[src/rtl/char_action_resolver.sv]
// Per-player action resolver: applies movement, drives the attack hitbox and
// registers landed hits, all sampled from the character state code on frame ticks.
module char_action_resolver #(
  parameter logic [9:0] START_X   = 10'd100,
  parameter logic [9:0] X_MIN     = 10'd0,
  parameter logic [9:0] X_MAX     = 10'd576,
  parameter logic [9:0] MOVE_STEP = 10'd3,
  parameter logic [9:0] CHAR_W    = 10'd64,
  parameter logic [9:0] RANGE_N   = 10'd32,
  parameter logic [9:0] RANGE_D   = 10'd48,
  parameter logic       FACE_LEFT = 1'b0
) (
  input  logic       CLOCK,
  input  logic       RESET_N,
  input  logic       FRAME_TICK,
  input  logic [3:0] STATE,
  input  logic [9:0] OPP_X,
  output logic [9:0] CHAR_X,
  output logic       HITBOX_ACTIVE,
  output logic [9:0] HITBOX_L,
  output logic [9:0] HITBOX_R,
  output logic [2:0] SPRITE_SEL,
  output logic       HIT_PULSE,
  output logic [7:0] HIT_COUNT,
  output logic       STATE_ERR
);

  typedef enum logic [1:0] {H_IDLE, H_ARMED, H_CONNECTED} hit_state_t;
  hit_state_t hit_state;

  logic        legal;
  logic [3:0]  st;
  logic [10:0] x_ext, x_left, x_right, width, l_raw, r_raw, opp_end;
  logic [9:0]  next_x, box_l, box_r;
  logic        attack_active, start_state, neutral_state, overlap;
  logic [2:0]  sprite;

  // Illegal codes collapse to IDLE before any decoding, so they can never move or hit.
  always_comb begin
    legal         = (STATE <= 4'd8);
    st            = legal ? STATE : 4'd0;
    x_ext         = {1'b0, CHAR_X};
    x_left        = x_ext - {1'b0, MOVE_STEP};
    x_right       = x_ext + {1'b0, MOVE_STEP};
    attack_active = (st == 4'd4) || (st == 4'd7);
    start_state   = (st == 4'd3) || (st == 4'd6);
    neutral_state = (st <= 4'd2);
    width         = {1'b0, (st == 4'd7) ? RANGE_D : RANGE_N};

    next_x = CHAR_X;
    if (st == 4'd1)
      next_x = (x_left[10] || (x_left < {1'b0, X_MIN})) ? X_MIN : x_left[9:0];
    else if (st == 4'd2)
      next_x = (x_right > {1'b0, X_MAX}) ? X_MAX : x_right[9:0];

    // Right-facing boxes clamp at the screen edge; left-facing ones clamp at zero.
    l_raw = '0;
    r_raw = '0;
    box_l = '0;
    box_r = '0;
    if (!FACE_LEFT) begin
      l_raw = x_ext + {1'b0, CHAR_W};
      r_raw = l_raw + width - 11'd1;
      box_l = (l_raw > 11'd1023) ? 10'd1023 : l_raw[9:0];
      box_r = (r_raw > 11'd1023) ? 10'd1023 : r_raw[9:0];
    end else begin
      box_l = (x_ext >= width) ? (CHAR_X - width[9:0]) : 10'd0;
      box_r = (CHAR_X != 10'd0) ? (CHAR_X - 10'd1) : 10'd0;
    end

    opp_end = {1'b0, OPP_X} + {1'b0, CHAR_W} - 11'd1;
    overlap = ({1'b0, box_l} <= opp_end) && (OPP_X <= box_r);

    case (st)
      4'd0:    sprite = 3'd0;
      4'd1:    sprite = 3'd1;
      4'd2:    sprite = 3'd2;
      4'd4:    sprite = 3'd4;
      4'd7:    sprite = 3'd5;
      default: sprite = 3'd3;
    endcase
  end

  // Everything, including the hit FSM, advances only on frame ticks; the pulse self-clears.
  always_ff @(posedge CLOCK or negedge RESET_N) begin
    if (!RESET_N) begin
      CHAR_X        <= START_X;
      HITBOX_ACTIVE <= 1'b0;
      HITBOX_L      <= '0;
      HITBOX_R      <= '0;
      SPRITE_SEL    <= '0;
      HIT_PULSE     <= 1'b0;
      HIT_COUNT     <= '0;
      STATE_ERR     <= 1'b0;
      hit_state     <= H_IDLE;
    end else begin
      HIT_PULSE <= 1'b0;
      if (FRAME_TICK) begin
        CHAR_X        <= next_x;
        HITBOX_ACTIVE <= attack_active;
        HITBOX_L      <= attack_active ? box_l : 10'd0;
        HITBOX_R      <= attack_active ? box_r : 10'd0;
        SPRITE_SEL    <= sprite;
        if (!legal)
          STATE_ERR <= 1'b1;
        case (hit_state)
          H_IDLE:
            if (start_state)
              hit_state <= H_ARMED;
          H_ARMED:
            if (neutral_state)
              hit_state <= H_IDLE;
            else if (attack_active && overlap) begin
              hit_state <= H_CONNECTED;
              HIT_PULSE <= 1'b1;
              if (HIT_COUNT != 8'd255)
                HIT_COUNT <= HIT_COUNT + 8'd1;
            end
          H_CONNECTED:
            if (neutral_state)
              hit_state <= H_IDLE;
          default:
            hit_state <= H_IDLE;
        endcase
      end
    end
  end

endmodule

[config.mk]
export PLATFORM = sky130hd
export DESIGN_NAME = char_action_resolver
export DESIGN_NICKNAME = d
export VERILOG_FILES = /design/src/rtl/char_action_resolver.sv
export SDC_FILE = /design/constraint.sdc
export NUM_CORES = 1
export LEC_CHECK = 0
export ABC_AREA = 1
export CAP_MARGIN = 20
export CELL_PAD_IN_SITES_DETAIL_PLACEMENT = 2
export CELL_PAD_IN_SITES_GLOBAL_PLACEMENT = 2
export CORE_MARGIN = 1
export CORE_UTILIZATION = 28
export CTS_BUF_LIST = sky130_fd_sc_hd__clkbuf_4 sky130_fd_sc_hd__clkbuf_8 sky130_fd_sc_hd__clkbuf_16
export DETAILED_ROUTE_END_ITERATION = 8
export HOLD_SLACK_MARGIN = 0.08
export PLACE_DENSITY_LB_ADDON = 0.05
export SYNTH_ARGS = -nofsm -noshare
export SYNTH_HDL_FRONTEND = slang
export SYNTH_SLANG_ARGS = --single-unit
[constraint.sdc]
create_clock -name CLOCK -period 3.15 [get_ports CLOCK]
set_input_delay 0.63 -clock CLOCK [delete_from_list [all_inputs] [get_ports CLOCK]]
set_output_delay 0.63 -clock CLOCK [all_outputs]
set_load 0.005 [all_outputs]
==> results of run 1 <==
## logic make-up after synthesis
group                    after synthesis  synth area share [%]
AO/OA/AOI/OAI                         60                  10.3
flip-flops                            45                  28.9
buffers and inverters                 87                  8.79
XOR/XNOR                              26                  6.01
adder cells (fa/ha/maj)               40                  13.0
AND/OR/NAND/NOR                      293                  33.1
## Yosys cell counts, drive strengths merged, types with 3 or more instances
library cell | n | share of area, %
nand2 | 163 | 16
inv | 78 | 7.5
nand3 | 54 | 7.2
nor2 | 52 | 5.5
dfrtp | 42 | 27
ha | 39 | 12
a21oi | 21 | 2.9
xor2 | 19 | 4.4
o21ai | 18 | 2.3
nand4 | 11 | 2.1
a22o | 9 | 2.0
xnor2 | 7 | 1.6
nor3 | 6 | 0.77
buf | 5 | 0.93
a31oi | 4 | 1.0
clkbuf | 3 | 0.29
dfstp | 3 | 2.0
## cells in the final DEF (no fill, tap or decap), drive strengths merged
cell and count:
clkinv 3, nor2 52, nand3b 2, o22ai 1, a41oi 2, xnor2 7
dfstp 3, a21o 2, and2 1, a22o 9, clkdlybuf4s50 55, inv 78
dfrtp 42, nor3 6, fa 1, nand4 12, nor3b 1, o211ai 2
clkbuf 7, o21ai 18, nand3 54, a21oi 21, or2 2, a31oi 4
nand2 163, and2b 1, xor2 19, a22oi 1, ha 39, buf 142
clkinvlp 1
## worst paths after layout
check | from | end | slack, ps | depth (start not counted)
setup / recovery | STATE[0] | HIT_COUNT[2]$_DFFE_PN0P_ | -1020 | 29
hold / removal | RESET_N | CHAR_X[1]$_DFFE_PN0P_ | 310 | 1
setup reg to reg | CHAR_X[2]$_DFFE_PN1P_ | HIT_COUNT[2]$_DFFE_PN0P_ | -950 | 24
hold reg to reg | STATE_ERR$_DFFE_PN0P_ | STATE_ERR$_DFFE_PN0P_ | 480 | 1
max in group asynchronous | RESET_N | HITBOX_L[0]$_DFFE_PN0P_ | 2060 | 2
min in group CLOCK | STATE_ERR$_DFFE_PN0P_ | STATE_ERR$_DFFE_PN0P_ | 480 | 1
## layer usage
metal / wire (µm) / track usage (%)
met1: 8650 / 31.9
met2: 11600 / 50.8
met3: 628 / 3.44
met4: 919 / 9.72
met5: 0 / 0
## worst max-delay path, delay by kind of cell
family                     cells  cell delay (ps)
and+or+nand+nor               14             1480
buffers and inverters          9              920
AOI/OAI and AO/OA              3              560
adders and majority gates      3              740
## cell type report
cell class,instances,area share [%]
multi-input cells,420,44.9
clock buffers,5,1.94
flip-flops and latches,45,17.5
inverters,79,4.95
well taps,176,3.42
clock inverters,3,0.388
repair buffers,199,26.8
## power groups by stage
stage | Sequential (mW) | Clock [mW] | Combinational (mW)
2_1_floorplan | 0.806 | 0 | 1.38
3_3_place_gp | 0.769 | 0 | 2.78
3_5_place_dp | 0.776 | 0 | 2.92
4_1_cts | 0.768 | 0.590 | 3.49
5_1_grt | 0.786 | 0.614 | 4.35
6_report | 0.774 | 0.595 | 4.10
## repair_timing
item                       in CTS  in global routing
resized for setup              81                 45
setup buffers                  40                 12
cloned                          1                  0
setup endpoints to repair      21                 34
pin swaps                      48                 46
## state kept, by name (all words and copies together), names as in the netlist
| register | count |
|---|---|
| STATE_ERR | 1 |
| HIT_COUNT | 8 |
| HIT_PULSE | 1 |
| CHAR_X | 10 |
| HITBOX_L | 10 |
| HITBOX_ACTIVE | 1 |
| SPRITE_SEL | 2 |
| HITBOX_R | 10 |
| hit_state | 2 |
==> flow_metrics.env, run 1 <==
export IMPL_fin_nets=807
export IMPL_finClkSkew_ps=13.0
export IMPL_max_freq_ghz=0.240
export IMPL_placed_cell_area_mm2=0.00549
export IMPL_hpwl_mm=12.9
export IMPL_synthArstFlopShare_pct=100
export IMPL_synthToLayoutAreaGrowth_pct=64.6
export IMPL_dr_pass1_iters=4
export IMPL_ios=61
export IMPL_ir_worst_vdd_mv=0.281
export IMPL_cts_hold_buffers=0
export IMPL_viasPerCell=5.14
export IMPL_ys_seq_area_share_pct=28.9
export IMPL_antenna_found_initial=0
export IMPL_place_congestion=0.857
export IMPL_die_w_um=120
export IMPL_gr_total_overflow=0
export IMPL_coreArea_mm2=0.0135
export IMPL_vias=4762
export IMPL_clockRootBuffer="clkbuf_16"
export IMPL_p_sw_share_pct=47.9
export IMPL_drt_iter0_markers=174
export IMPL_synth_fp_nets=608
export IMPL_drv_cap=0
export IMPL_wirelength_mm=21.8
export IMPL_die_h_um=120
export IMPL_grt_max_degree=27
export IMPL_htreeDepth=2
export IMPL_hp_class="primary input to asynchronous set/reset pin"
export IMPL_design_area_mm2=0.00644
export IMPL_rows=42
export IMPL_multi_input_comb_area_mm2=0.00290
export IMPL_share_comb_of_total_power_pct=75.0
export IMPL_synthCells=551
export IMPL_clk_pin_slew_ps=80
export IMPL_powerDensity_mw_per_mm2=849
export IMPL_clockPowerShare_pct=10.9
export IMPL_slowest_stage="ha_4"
export IMPL_die_area_mm2=0.0145
export IMPL_start_kind="primary input"
export IMPL_slew_headroom_pct=61.8
export IMPL_synth_cell_type_count=44
export IMPL_clk_path_buf_depth=2
export IMPL_ys_warn_count=0
export IMPL_antenna_left=0
export IMPL_utilization_pct=47.9
export IMPL_place_ws_ps=-1900
export IMPL_rsz0062_at_grt="yes"
export IMPL_synth_avg_cell_area_um2=7.10
export IMPL_power_frac_seq_pct=14.2
export IMPL_clk_latency_ps=320
export IMPL_status="complete, but fails checks"
export IMPL_ys_ff_latch=45
export IMPL_power_leakage_nw=3.24
export IMPL_cp_common_cell="nand2_1"
export IMPL_cts_sinks=45
export IMPL_cts_made_buffers=5
export IMPL_cts_tree="built"
export IMPL_tightest_slew_ps=574
export IMPL_setup_ws_ps=-1020
export IMPL_diodes=0
export IMPL_total_power_mw=5.47
export IMPL_crit_type="primary input to register"
export IMPL_finalSetupTns_ps=-10520
export IMPL_max_stage_delay_ps=270
export IMPL_fin_cells=927
export IMPL_hold_viol=0
export IMPL_period_needed_ps=4170
export IMPL_grt_pass1_wl_mm=29.9
export IMPL_synth_area_mm2=0.00391
export IMPL_drive_above_1_share_pct=34.9
export IMPL_grt_pass1_vias=5405
export IMPL_fill_cells=1528
export IMPL_end_kind="register"
export IMPL_hold_ws_ps=310
export IMPL_worst_ep_required_time_ps=3350
export IMPL_p_sw_mw=2.62
export IMPL_ff_latch_area_mm2=0.00113
export IMPL_intPower_mw=2.85
export IMPL_port_buffers=60
export IMPL_wl_per_cell_um=23.5
export IMPL_fin_crit_sh_pct=132
export IMPL_final_max_slew_viol_count=0
export IMPL_synth_flop_cell="dfrtp_1"
export IMPL_finalSetupViolCount=11
export IMPL_violations="setup timing"
export IMPL_drc=0
export IMPL_dp_cells=878
export IMPL_start_util_pct=29.1
export IMPL_synth_edf_count=0
export IMPL_cp_max_fo=10
export IMPL_arrival_ps=4370
export IMPL_grtUsageTotal_pct=27.3
(Power assumes the default switching activity.)
==> run 2, diff against run 1 <==
--- a/config.mk
+++ b/config.mk
@@ -13,6 +13,7 @@
 export CORE_UTILIZATION = 28
 export CTS_BUF_LIST = sky130_fd_sc_hd__clkbuf_4 sky130_fd_sc_hd__clkbuf_8 sky130_fd_sc_hd__clkbuf_16
 export DETAILED_ROUTE_END_ITERATION = 8
+export GPL_TIMING_DRIVEN = 0
 export HOLD_SLACK_MARGIN = 0.08
 export PLACE_DENSITY_LB_ADDON = 0.05
 export SYNTH_ARGS = -nofsm -noshare
==> flow_metrics.env, run 2 (synthesis gave the netlist of run 1 again) <==
export IMPL_status="complete, but fails checks"
export IMPL_violations="setup timing"
export IMPL_die_w_um=120
export IMPL_crit_type="primary input to register"
export IMPL_slowest_stage="ha_1"
export IMPL_wirelength_mm=16.4
export IMPL_port_buffers=59
export IMPL_grt_pass1_vias=4714
export IMPL_slew_headroom_pct=63.8
export IMPL_ir_worst_vdd_mv=0.266
export IMPL_vias=4191
export IMPL_period_needed_ps=4090
export IMPL_coreArea_mm2=0.0135
export IMPL_r2r_cells=25
export IMPL_cp_common_cell="nand2_2"
export IMPL_top_regs="CHAR_X: 10 flops, HITBOX_L: 10 flops, HITBOX_R: 10 flops"
export IMPL_drc=0
export IMPL_worst_path_buf_inv=6
export IMPL_grt_max_degree=35
export IMPL_clk_pin_slew_ps=70
export IMPL_die_area_mm2=0.0145
export IMPL_clk_path_buf_depth=2
export IMPL_max_stage_delay_ps=290
export IMPL_start_kind="primary input"
export IMPL_antenna_found_initial=0
export IMPL_hold_ws_ps=215
export IMPL_worst_ep_required_time_ps=3340
export IMPL_powerDensity_mw_per_mm2=786
export IMPL_clk_latency_ps=310
export IMPL_cts_made_buffers=5
export IMPL_arrival_ps=4290
export IMPL_final_max_slew_viol_count=0
export IMPL_cp_max_fo=8
export IMPL_r2r_start="CHAR_X[1]$_DFFE_PN0P_"
export IMPL_cts_tree="built"
export IMPL_rows=42
export IMPL_place_congestion=0.860
export IMPL_fin_crit_sh_pct=130
export IMPL_grt_pass1_wl_mm=25.9
export IMPL_finClkSkew_ps=10.1
export IMPL_total_power_mw=4.57
export IMPL_synthToLayoutAreaGrowth_pct=48.7
export IMPL_end_kind="register"
export IMPL_r2r_setup_slack_ps=-890
export IMPL_htreeDepth=2
export IMPL_finalSetupViolCount=11
export IMPL_drv_cap=0
export IMPL_dr_pass1_iters=4
export IMPL_hpwl_mm=11.1
export IMPL_antenna_left=0
export IMPL_critPathTopFamily="simple AND/OR/NAND/NOR gates"
export IMPL_setup_ws_ps=-943
export IMPL_clockRootBuffer="clkbuf_16"
export IMPL_gr_total_overflow=0
export IMPL_cts_sinks=45
export IMPL_utilization_pct=43.3
export IMPL_max_freq_ghz=0.244
export IMPL_hold_viol=0
export IMPL_power_leakage_nw=2.84
export IMPL_r2r_end="HIT_COUNT[5]$_DFFE_PN0P_"
export IMPL_hp_class="primary input to asynchronous set/reset pin"
export IMPL_viasPerCell=4.97
export IMPL_placed_cell_area_mm2=0.00479
export IMPL_ios=61
export IMPL_final_common_cell="nand2_1"
export IMPL_drive_above_1_share_pct=25.8
export IMPL_layout_common_cells="nand2_1 (130), inv_1 (63), clkdlybuf4s50_1 (54), buf_4 (41), nor2_1 (40)"
export IMPL_die_h_um=120
export IMPL_fin_nets=723
export IMPL_drt_iter0_markers=104
export IMPL_design_area_mm2=0.00582
export IMPL_diodes=0
export IMPL_start_util_pct=29.1
export IMPL_wl_per_cell_um=19.5
export IMPL_tightest_slew_ps=543
export IMPL_rsz0062_at_grt="yes"
export IMPL_finalSetupTns_ps=-9750
export IMPL_grtUsageTotal_pct=23.5
export IMPL_cts_hold_buffers=0
==> run 2: report_power, final <==
| part | total (mW) | internal [mW] | switching [mW] | leakage (nW) |
|---|---|---|---|---|
| Sequential | 0.800 | 0.684 | 0.116 | 0.579 |
| Combinational | 3.11 | 1.31 | 1.80 | 2.18 |
| Clock | 0.663 | 0.382 | 0.282 | 0.0848 |
| Total | 4.57 | 2.38 | 2.19 | 2.84 |
==> run 2: layout make-up <==
| type | count | area [µm²] |
|---|---|---|
| clock buffers | 5 | 125 |
| clock inverters | 3 | 47.5 |
| inverters | 79 | 319 |
| repair buffers | 107 | 1020 |
| multi-input cells | 420 | 2900 |
| well taps | 176 | 220 |
| plain buffers | 8 | 55.1 |
| fillers | 1525 | 7630 |
| flip-flops and latches | 45 | 1130 |
==> run 2: worst max path at each step <==
stage / start / cells past startpoint / endpoint / slack [ps]
floorplan: STATE[0] / 27 / HIT_COUNT[7]$_DFFE_PN0P_ / -550
global placement: STATE[0] / 28 / HIT_COUNT[7]$_DFFE_PN0P_ / -1870
detailed placement: STATE[0] / 31 / HIT_COUNT[1]$_DFFE_PN0P_ / -2050
CTS: STATE[0] / 31 / HIT_COUNT[1]$_DFFE_PN0P_ / -710
global route: STATE[3] / 28 / HIT_COUNT[5]$_DFFE_PN0P_ / -1110
finish: STATE[3] / 28 / HIT_COUNT[5]$_DFFE_PN0P_ / -940
==> run 2: what timing repair did <==
action | 4_1_cts | 5_1_grt
pin swaps | 43 | 35
gates cloned | 2 | 0
setup buffers | 45 | 9
gates resized for setup | 90 | 39
endpoints found under the hold margin | 0 | 0
endpoints found under the setup margin | 21 | 34
==> run 2: per-stage QoR <==
stage	worst slack, ps	std cells
6_report	-943	843
3_5_place_dp	-2050	787
4_1_cts	-705	839
5_1_grt	-1110	843
3_3_place_gp	-1870	786
2_1_floorplan	-552	551
==> run 2: metal layers <==
layer	share of wire, %	vias up	global-route usage (%)
met5	0	-	0
met4	1.2	0	6.40
met3	2.6	11	2.97
met2	52	58	42.7
met1	44	2108	28.9
li1	-	2014	-
==> run 2: worst reg2reg max path, cell delays in order (launching register included) <==
cell,delay [ps]
dfrtp_2,420
inv_2,80
ha_2,220
inv_1,70
fa_1,530
inv_1,100
nand2_1,80
nor3_2,180
nand2_1,110
nor2_2,130
nand2_2,100
nor2_4,170
nand4_4,200
nand3_4,120
inv_1,50
ha_1,290
inv_1,60
nor2_1,50
o211ai_1,200
nand3_2,100
a21oi_2,160
nand2_2,130
clkinv_4,120
nand2_8,100
nand2_1,100
nand2_1,70
==> run 3, diff against run 2 <==
--- a/config.mk
+++ b/config.mk
@@ -6,7 +6,8 @@
 export NUM_CORES = 1
 export LEC_CHECK = 0
 export ABC_AREA = 1
-export CAP_MARGIN = 20
+export ABC_CLOCK_PERIOD_IN_PS = 3150
+export CAP_MARGIN = 0
 export CELL_PAD_IN_SITES_DETAIL_PLACEMENT = 2
 export CELL_PAD_IN_SITES_GLOBAL_PLACEMENT = 2
 export CORE_MARGIN = 1
@@ -16,6 +17,7 @@
 export GPL_TIMING_DRIVEN = 0
 export HOLD_SLACK_MARGIN = 0.08
 export PLACE_DENSITY_LB_ADDON = 0.05
+export SKIP_LAST_GASP = 1
 export SYNTH_ARGS = -nofsm -noshare
 export SYNTH_HDL_FRONTEND = slang
 export SYNTH_SLANG_ARGS = --single-unit
==> flow_metrics.env, run 3 (synthesis gave the netlist of run 1 again) <==
export IMPL_cts_hold_buffers=0
export IMPL_drv_cap=0
export IMPL_final_max_slew_viol_count=0
export IMPL_drive_above_1_share_pct=25.5
export IMPL_rsz0062_at_grt="yes"
export IMPL_cts_made_buffers=5
export IMPL_die_h_um=120
export IMPL_cts_tree="built"
export IMPL_drc=0
export IMPL_max_freq_ghz=0.245
export IMPL_start_kind="primary input"
export IMPL_fin_cells=843
export IMPL_total_power_mw=4.52
export IMPL_layout_common_cells="nand2_1 (133), inv_1 (63), clkdlybuf4s50_1 (54), buf_4 (42), nor2_1 (40)"
export IMPL_ios=61
export IMPL_finClkSkew_ps=11.3
export IMPL_arrival_ps=4330
export IMPL_clockRootBuffer="clkbuf_16"
export IMPL_violations="setup timing"
export IMPL_wl_per_cell_um=19.7
export IMPL_dr_pass1_iters=4
export IMPL_cp_max_fo=6
export IMPL_vias=4230
export IMPL_htreeDepth=2
export IMPL_tightest_slew_ps=544
export IMPL_powerDensity_mw_per_mm2=777
export IMPL_fin_nets=723
export IMPL_fin_crit_sh_pct=130
export IMPL_port_buffers=59
export IMPL_hp_class="primary input to asynchronous set/reset pin"
export IMPL_cts_sinks=45
export IMPL_ir_worst_vdd_mv=0.264
export IMPL_die_w_um=120
export IMPL_final_common_cell="nand2_1"
export IMPL_status="complete, but fails checks"
export IMPL_placed_cell_area_mm2=0.00479
export IMPL_ff_latch_area_mm2=0.00113
export IMPL_grtUsageTotal_pct=23.7
export IMPL_die_area_mm2=0.0145
export IMPL_multi_input_comb_area_mm2=0.00290
export IMPL_crit_type="primary input to register"
export IMPL_dp_cells=787
export IMPL_antenna_left=0
export IMPL_hpwl_mm=11.1
export IMPL_drt_iter0_markers=117
export IMPL_grt_pass1_vias=4704
export IMPL_viasPerCell=5.02
export IMPL_rows=42
export IMPL_power_leakage_nw=2.85
export IMPL_slew_headroom_pct=63.7
export IMPL_start_util_pct=29.1
export IMPL_fill_cells=1528
export IMPL_finalSetupViolCount=11
export IMPL_gr_total_overflow=0
export IMPL_top_regs="CHAR_X: 10 flops, HITBOX_L: 10 flops, HITBOX_R: 10 flops"
export IMPL_coreArea_mm2=0.0135
export IMPL_synthToLayoutAreaGrowth_pct=48.7
export IMPL_place_congestion=0.860
export IMPL_wirelength_mm=16.6
export IMPL_period_needed_ps=4090
export IMPL_diodes=0
export IMPL_setup_ws_ps=-936
export IMPL_end_kind="register"
export IMPL_clk_pin_slew_ps=70
export IMPL_grt_pass1_wl_mm=26.1
export IMPL_hold_viol=0
export IMPL_clk_latency_ps=310
export IMPL_worst_ep_required_time_ps=3390
export IMPL_r2r_cells=25
export IMPL_design_area_mm2=0.00582
export IMPL_antenna_found_initial=0
export IMPL_clk_path_buf_depth=2
export IMPL_grt_max_degree=35
-- run 3: layout make-up --
class / count / share of cell area (%)
multi-input cells: 420 / 49.8
flip-flops and latches: 45 / 19.5
repair buffers: 107 / 17.5
inverters: 79 / 5.52
well taps: 176 / 3.78
clock buffers: 5 / 2.15
plain buffers: 8 / 0.946
clock inverters: 3 / 0.817
-- run 3: path summary, 6_finish.rpt --
| kind | from | end | slack, ps |
|---|---|---|---|
| worst max-delay path | STATE[3] | HIT_COUNT[0]$_DFFE_PN0P_ | -940 |
| worst min-delay path | RESET_N | HITBOX_L[5]$_DFFE_PN0P_ | 230 |
| worst max register to register | CHAR_X[1]$_DFFE_PN0P_ | HIT_COUNT[0]$_DFFE_PN0P_ | -930 |
| worst min register to register | STATE_ERR$_DFFE_PN0P_ | STATE_ERR$_DFFE_PN0P_ | 470 |
| max in group asynchronous | RESET_N | CHAR_X[6]$_DFFE_PN1P_ | 2350 |
| min in group CLOCK | STATE_ERR$_DFFE_PN0P_ | STATE_ERR$_DFFE_PN0P_ | 470 |
-- run 3: layer usage --
metal	wire length (µm)	GRT usage [%]	vias up
met2	8550	42.9	58
met3	392	2.92	12
met4	201	5.86	0
met5	0	0	-
li1	-	-	2014
met1	7470	29.5	2146
-- run 3: repair_timing --
| action | 4_1_cts | 5_1_grt |
|---|---|---|
| gates resized for setup | 85 | 41 |
| gates cloned | 2 | 0 |
| endpoints found under the setup margin | 21 | 34 |
| buffers inserted | 45 | 9 |
| pin swaps | 33 | 34 |
-- run 3: power by group --
group,internal (mW),total (mW),leakage [nW],switching [mW]
Sequential,0.684,0.800,0.579,0.116
Clock,0.381,0.654,0.0848,0.272
Combinational,1.29,3.07,2.18,1.78
-- run 3: stage by stage --
| step | TNS (ps) | utilization (%) | hold slack (ps) | setup WS [ps] |
|---|---|---|---|---|
| CTS | -9450 | 41.8 | 229 | -705 |
| global placement | -33310 | 35.5 | 443 | -1870 |
| global route | -11520 | 43.3 | 254 | -1090 |
| floorplan | -5380 | - | 334 | -552 |
| detailed placement | -27030 | 35.6 | 451 | -2050 |
| finish | -9720 | 43.3 | 226 | -936 |
-- run 3: worst max-delay path, stage by stage --
cell and delay, ps:
buf_8 100, nor2_4 130, nand2_4 70, nor2_4 120, inv_4 70, ha_4 270, inv_4 30, ha_4 250
or2_4 270, nand3_2 70, nand2_2 70, nor2_2 150, nand2_2 100, nor2_4 170, nand4_4 200, nand3_4 120
inv_1 50, ha_1 290, inv_1 70, nor2_1 40, o211ai_1 200, nand3_2 100, a21oi_2 170, nand2_2 130
clkinv_4 120, buf_12 120, nand3b_1 90, nand2_1 100
